## config.mk

```make
export PLATFORM = sky130hd
export DESIGN_NAME = serial_addsub_w
export DESIGN_NICKNAME = d
export VERILOG_FILES = /design/src/rtl/serial_addsub_pkg.sv /design/src/rtl/serial_fa_cell.sv /design/src/rtl/serial_addsub_w.sv
export SDC_FILE = /design/constraint.sdc
export NUM_CORES = 1
export LEC_CHECK = 0
export BUFFER_PORTS_ARGS = -buffer_cell sky130_fd_sc_hd__buf_2
export CAP_MARGIN = 20
export CORE_MARGIN = 2
export CORE_UTILIZATION = 30
export CTS_BUF_LIST = sky130_fd_sc_hd__clkbuf_4 sky130_fd_sc_hd__clkbuf_8 sky130_fd_sc_hd__clkbuf_16
export CTS_CLUSTER_SIZE = 40
export DETAILED_ROUTE_END_ITERATION = 8
export GPL_TIMING_DRIVEN = 0
export HOLD_SLACK_MARGIN = 0.05
export PLACE_DENSITY_LB_ADDON = 0.2
export SLEW_MARGIN = 15
export SYNTH_ARGS = -nofsm -noshare
export SYNTH_HDL_FRONTEND = slang
export SYNTH_SLANG_ARGS = --single-unit
```

## constraint.sdc

```tcl
create_clock -name clk -period 2 [get_ports clk]
set_clock_uncertainty 0.05 [all_clocks]
set_input_delay 0.3 -clock clk [delete_from_list [all_inputs] [get_ports clk]]
set_output_delay 0.3 -clock clk [all_outputs]
set_load 0.01 [all_outputs]
```

## src/rtl/serial_addsub_pkg.sv

```systemverilog
// Shared encodings for the bit-serial adder/subtractor: FSM states and operation mode.
package serial_addsub_pkg;

  typedef enum logic [1:0] {
    ST_IDLE,
    ST_RUN,
    ST_DONE
  } state_t;

  localparam logic MODE_ADD = 1'b0;
  localparam logic MODE_SUB = 1'b1;

endpackage

```

## src/rtl/serial_fa_cell.sv

```systemverilog
// Combinational full adder with optional B inversion, used for serial add/subtract.
module serial_fa_cell (
  input  logic a,
  input  logic b,
  input  logic inv,
  input  logic cin,
  output logic s,
  output logic cout
);

  logic bb;

  assign bb   = b ^ inv;
  assign s    = a ^ bb ^ cin;
  assign cout = (a & bb) | (a & cin) | (bb & cin);

endmodule

```

## src/rtl/serial_addsub_w.sv

```systemverilog
// W-bit bit-serial adder/subtractor, LSB first, with start/done framing and flags.
// Optional parallel result output enabled by defining SERIAL_ADDSUB_PAR_OUT_EN.
module serial_addsub_w
  import serial_addsub_pkg::*;
#(
  parameter int W = 8
) (
  input  logic         clk,
  input  logic         rst,
  input  logic         start,
  input  logic         mode,
  input  logic         in_valid,
  input  logic         a,
  input  logic         b,
  output logic         s,
  output logic         s_valid,
  output logic         busy,
  output logic         done,
  output logic         cout,
  output logic         ovf
`ifdef SERIAL_ADDSUB_PAR_OUT_EN
  ,
  output logic [W-1:0] sum_par
`endif
);

  localparam int CW = (W > 1) ? $clog2(W) : 1;
  localparam logic [CW-1:0] LAST = CW'(W - 1);

  state_t        state, state_nx;
  logic [CW-1:0] cnt;
  logic          carry;
  logic          mode_r;
  logic          fa_s;
  logic          fa_co;
  logic          start_ok;
  logic          accept;
  logic          last;

  assign start_ok = start && (state != ST_RUN);
  assign accept   = in_valid && (state == ST_RUN);
  assign last     = (cnt == LAST);

  serial_fa_cell u_fa (
    .a    (a),
    .b    (b),
    .inv  (mode_r),
    .cin  (carry),
    .s    (fa_s),
    .cout (fa_co)
  );

  always_ff @(posedge clk) begin
    if (!rst) state <= ST_IDLE;
    else      state <= state_nx;
  end

  always_comb begin
    state_nx = state;
    case (state)
      ST_IDLE: if (start) state_nx = ST_RUN;
      ST_RUN:  if (in_valid && last) state_nx = ST_DONE;
      ST_DONE: state_nx = start ? ST_RUN : ST_IDLE;
      default: state_nx = ST_IDLE;
    endcase
  end

  // Subtraction preloads carry with 1 so inverted B becomes its two's complement.
  always_ff @(posedge clk) begin
    if (!rst) begin
      s       <= 1'b0;
      s_valid <= 1'b0;
      cout    <= 1'b0;
      ovf     <= 1'b0;
      carry   <= MODE_ADD;
      mode_r  <= MODE_ADD;
      cnt     <= '0;
    end else if (start_ok) begin
      s_valid <= 1'b0;
      carry   <= mode;
      mode_r  <= mode;
      cnt     <= '0;
    end else if (accept) begin
      s       <= fa_s;
      s_valid <= 1'b1;
      carry   <= fa_co;
      cnt     <= last ? cnt : cnt + 1'b1;
      if (last) begin
        cout <= fa_co;
        ovf  <= carry ^ fa_co;
      end
    end else begin
      s_valid <= 1'b0;
    end
  end

`ifdef SERIAL_ADDSUB_PAR_OUT_EN
  always_ff @(posedge clk) begin
    if (!rst)          sum_par <= '0;
    else if (start_ok) sum_par <= '0;
    else if (accept)   sum_par <= {fa_s, sum_par[W-1:1]};
  end
`endif

  assign busy = (state == ST_RUN);
  assign done = (state == ST_DONE);

endmodule
```

**Yosys cells after proc, flatten, opt, wreduce, memory -nomap -nowiden**

Index checks and enable logic that the tools add are counted.

- Register bits: 11
- Latch bits: 0
- Bits in writable memories: 0
- Bits in read-only memories: 0
- Bits of input ports: 7
- Output and inout port bits: 6
- Word-level logic and storage cells: 44
- Memories kept: 0

- Add/sub/neg operators: 1
- Multiply operators: 0
- Divide/modulo/power cells: 0
- Magnitude comparators: 0
- Eq/ne operators: 6
- Shift-type cells: 0
- Mux-type cells: 7
- Bitwise logic cells: 12
- Reduce and logical (&&, ||, !) cells: 10

Operators by type and width:

| operator | number |
|---|---|
| case mux 2 bit (3 select lines) | 1 |
| AND reduction 2 bit | 3 |
| 2-to-1 mux 1 bit | 4 |
| 2-to-1 mux 2 bit | 2 |
| inequality test 2 x 1 -> 1 bit, second input constant | 2 |
| XOR 1 bit | 4 |
| adder 3 x 1 -> 3 bit, second input constant | 1 |
| bitwise AND 1 bit | 3 |
| == test 3 bit, second input constant | 1 |
| logical AND 1 bit | 3 |
| inverter 1 bit | 3 |
| AND reduction 3 bit | 1 |
| == test 2 x 1 -> 1 bit, second input constant | 1 |
| == test 2 bit, second input constant | 1 |
| logical NOT 2 bit | 1 |
| inequality test 2 bit, second input constant | 1 |
| OR 1 bit | 2 |
| nonzero test 2 bit | 1 |
| OR reduction 2 bit | 1 |

**Depth between registers and ports, before layout**

- Depth after elaboration: 6
- Gate-level depth with buffers: 5
- Gate-level depth less buffers: 5

**Hierarchy**

From an unflattened synthesis, not the netlist that was laid out.

- Cells, all modules: 53
- Area total of the unflattened synthesis: 540.5 sq um

By module, submodules not included:

| module | times used | cells an instance | area each (sq um) |
|---|---|---|---|
| serial_addsub_w | 1 | 47 | 496.7 |
| serial_fa_cell | 1 | 6 | 43.8 |

**Worst setup path before layout**

No wires, ideal clock.

- Path type: register -> register
- Start: reg cnt[0]
- End: reg cnt[1]
- Arrival time: 1.324 ns
- Data required time: 1.824 ns
- Slack: 0.500 ns
- Cell stages (with the launch flop): 6
- Buffers on the path: 0
- Period minus slack after synthesis: 1.500 ns
- Cells stage by stage: dfxtp_1 -> ha_1 -> ha_1 -> and4bb_2 -> mux2i_1 -> nor2_1

- Word-level cells in the longest chain between the ends: 3
- Elaborated cells on any way between the ends: 4
- Classes of those cells: add/sub: 1; eq/ne: 1; bitwise: 1; reduce/logical: 1

RTL lines:

| what | line | text |
|---|---|---|
| start, declared | serial_addsub_w.sv:31 | `logic [CW-1:0] cnt;` |
| start signal, assigned | serial_addsub_w.sv:87 | `cnt <= last ? cnt : cnt + 1'b1;` |
| parallel branches: the longest is 3 deep, another holds adder 3 x 1 -> 3 bit | -- |  |

Parallel ways; which one is timed is not known.
A chain may end at the register's enable or synchronous reset.

**Worst setup path in the final report**

- Start: reg cnt[0]
- End: reg cnt[2]

The elaborated chain is that of the path after synthesis.

==> flow_metrics.env <==
export IMPL_cts_htree_levels=1
export IMPL_vias=410
export IMPL_grtUsageTotal_pct=9.683
export IMPL_root_buffer="clkbuf_4"
export IMPL_insertedDiodeCount=0
export IMPL_hp_class="in2reg"
export IMPL_design_core_area_sq_um=1670
export IMPL_grt_overflow=0
export IMPL_syn_area_sq_um=518.0
export IMPL_firstDrtPassIters=4
export IMPL_finalHoldViolCount=0
export IMPL_drtIter0Drc=7
export IMPL_slowest_delay_ns=0.39
export IMPL_worst_r2r_cell_count=5
export IMPL_critPathTopFamily="adder cells"
export IMPL_die_height_microns=45.56
export IMPL_clk_pin_slew_ns=0.07
export IMPL_ios=13
export IMPL_end_kind="flop"
export IMPL_synth_area_per_cell_sq_um=9.593
export IMPL_required_ns=2.10
export IMPL_area_growth_pct=21.50
export IMPL_cts_sinks=11
export IMPL_grt_pass1_wl_microns=1400
export IMPL_power_density_nw_per_um2=730.8
export IMPL_grt_pass1_vias=337
export IMPL_fillerInstances=176
export IMPL_fp_dieW_microns=45.56
export IMPL_ant_nets=0
export IMPL_tightest_slew_ns=0.3633
export IMPL_ys_ff_latch=11
export IMPL_crit_top_cell="ha_1"
export IMPL_ys_seq_area_share_pct=42.51
export IMPL_grt_max_degree=8
export IMPL_status="finished, final reports clean"
export IMPL_dpl_hpwl_microns=696.6
export IMPL_row_count=15
export IMPL_ctsResizeCount=0
export IMPL_rsz0062_at_grt="no"
export IMPL_stdcell_count=87
export IMPL_wirelength_microns=909
export IMPL_multiInputGateArea_sq_um=271.5
export IMPL_holdPathStages=2
export IMPL_layout_min_cycle_time_ns=1.601
export IMPL_numCtsBuffers=3
export IMPL_critPathMaxFanout=7
export IMPL_cts_tree="yes"
export IMPL_drv_slew=0
export IMPL_drc=0
export IMPL_r2r_end="cnt[2]$_SDFFE_PP0P_"
export IMPL_vias_per_cell=4.713
export IMPL_clockBufferDepth=2
export IMPL_drv_cap=0
export IMPL_gp_congestion=0.7264
export IMPL_postSynthCellCount=54
export IMPL_min_from="rst"
export IMPL_setup_viol=0
export IMPL_startpoint_type="flop"
export IMPL_ys_warn_count=0
export IMPL_worstPathCellList="ha_1, ha_1, and4bb_2, mux2i_1, nor2_1"
export IMPL_setup_tns_ns=0
export IMPL_nets=81
export IMPL_port_buffers=12
export IMPL_timing_rr_start="cnt[0]$_SDFFE_PP0P_"
export IMPL_fin_crit_sh_pct=80.03
export IMPL_dieArea_sq_um=2075
export IMPL_cts_setup_buffers=0
export IMPL_cp_arrival_ns=1.70
export IMPL_holdWs_ns=0.2309
export IMPL_fmax_mhz=624.7
export IMPL_min_to="s_valid$_SDFF_PP0_"
export IMPL_start_util_pct=31.01
export IMPL_worst_setup_path_type="reg2reg"
export IMPL_synth_cell_types=23
export IMPL_crit_buf_inv=0
export IMPL_p_leak_nw=0.2922
export IMPL_wl_per_cell_microns=10.45
export IMPL_synth_nets=64
export IMPL_placed_cells=83
export IMPL_crit_slowest_cell="and4bb_2"
export IMPL_vdd_ir_drop_max_mv=0.2276
export IMPL_regArea_sq_um=220.2
export IMPL_final_layout_size_suffix_gt1_share_pct=30.00
export IMPL_slew_headroom_pct=75.52
export IMPL_antenna_found_initial=0
export IMPL_cts_hold_buf=0
export IMPL_clk_latency_ns=0.27
export IMPL_rrSetupSlack_ns=0.40
[cell families (layout without fill, tap and decap cells)]
group / after synthesis / count (layout) / synth area share [%]
compound gates: 12 / 12 / 16.18
xor+xnor: 3 / 3 / 5.073
fa+ha+maj: 3 / 3 / 8.695
buf+inv: 6 / 22 / 5.071
flops: 11 / 11 / 42.51
mux: 3 / 3 / 5.797
simple gates: 16 / 16 / 16.67
[sequential cells by signal, indices dropped and copies added (netlist names)]
register and cells:
carry 1, mode_r 1, ovf 1, cnt 3
cout 1, s 1, s_valid 1, state 2
[cell type report]
cell class / count / area share (%)
Buffer: 1 / 1.193
Clock buffer: 4 / 4.771
Inverter: 5 / 2.982
Multi-Input combinational cell: 37 / 43.14
Sequential cell: 11 / 34.99
Tap cell: 17 / 3.380
Timing Repair Buffer: 12 / 9.543
[layer usage]
layer  vias up  share of wire, %  track usage (%)
met5         -                 0                0
li1        216                 -                -
met4         0                 0            7.059
met1       185                49            13.43
met2         9                45            12.68
met3         0               5.5            2.381
[synth_stat cells (all sizes together)]
cell | number | area share (%)
a211oi | 2 | 2.9
xnor2 | 3 | 5.1
and4bb | 1 | 2.4
nor2 | 5 | 3.6
nand2b | 1 | 1.2
and3b | 1 | 1.7
inv | 5 | 3.6
nand2 | 3 | 2.2
o21ai | 4 | 3.9
nor2b | 1 | 1.2
fa | 1 | 3.9
and3 | 1 | 1.2
dfxtp | 11 | 43
nand3 | 2 | 1.9
mux2i | 3 | 5.8
a311oi | 1 | 2.9
buf | 1 | 1.4
o211a | 1 | 1.9
and2 | 1 | 1.2
a21oi | 4 | 4.6
ha | 2 | 4.8
[worst max-delay path by stage]
| stage | startpoint | to | cells after the start |
|---|---|---|---|
| 2_1_floorplan | cnt[0]$_SDFFE_PP0P_ | cnt[1]$_SDFFE_PP0P_ | 5 |
| 3_3_place_gp | cnt[0]$_SDFFE_PP0P_ | cnt[2]$_SDFFE_PP0P_ | 5 |
| 3_5_place_dp | cnt[0]$_SDFFE_PP0P_ | cnt[2]$_SDFFE_PP0P_ | 5 |
| 4_1_cts | cnt[0]$_SDFFE_PP0P_ | cnt[2]$_SDFFE_PP0P_ | 5 |
| 5_1_grt | cnt[0]$_SDFFE_PP0P_ | cnt[2]$_SDFFE_PP0P_ | 5 |
| 6_report | cnt[0]$_SDFFE_PP0P_ | cnt[2]$_SDFFE_PP0P_ | 5 |
[report_power, final]
| part | switching [mW] | internal (mW) | leakage (nW) |
|---|---|---|---|
| Clock | 0.0791 | 0.0907 | 0.0184 |
| Combinational | 0.0312 | 0.0270 | 0.184 |
| Sequential | 0.00545 | 0.226 | 0.0897 |
[metrics by stage]
stage	power, mW	cell area (sq um)	worst slack, ns	utilization, %
4_1_cts	0.4658	629.4	0.3850	37.68
2_1_floorplan	0.2766	518.0	0.5001	-
6_report	0.4599	629.4	0.3993	37.68
3_5_place_dp	0.2959	599.3	0.4016	35.88
5_1_grt	0.4774	629.4	0.3278	37.68
3_3_place_gp	0.2958	599.3	0.4104	35.88
[worst reg2reg max path: cells and delay by family, from the launching register on]
family | cells | cell delay (ns)
mux | 1 | 0.20
simple gates | 2 | 0.44
fa+ha+maj | 2 | 0.47
flops | 1 | 0.33
[layout by cell type (no fill, tap or decap), types with 2 or more instances in the layout]
cell	instances
nand2_1	3
nor2_1	5
o21ai_0	4
a211oi_1	2
inv_1	4
nand3_1	2
a21oi_1	3
buf_2	12
xnor2_1	3
ha_1	2
mux2i_1	3
clkbuf_4	4
dfxtp_1	11
Power figures use the tool's default switching activity.
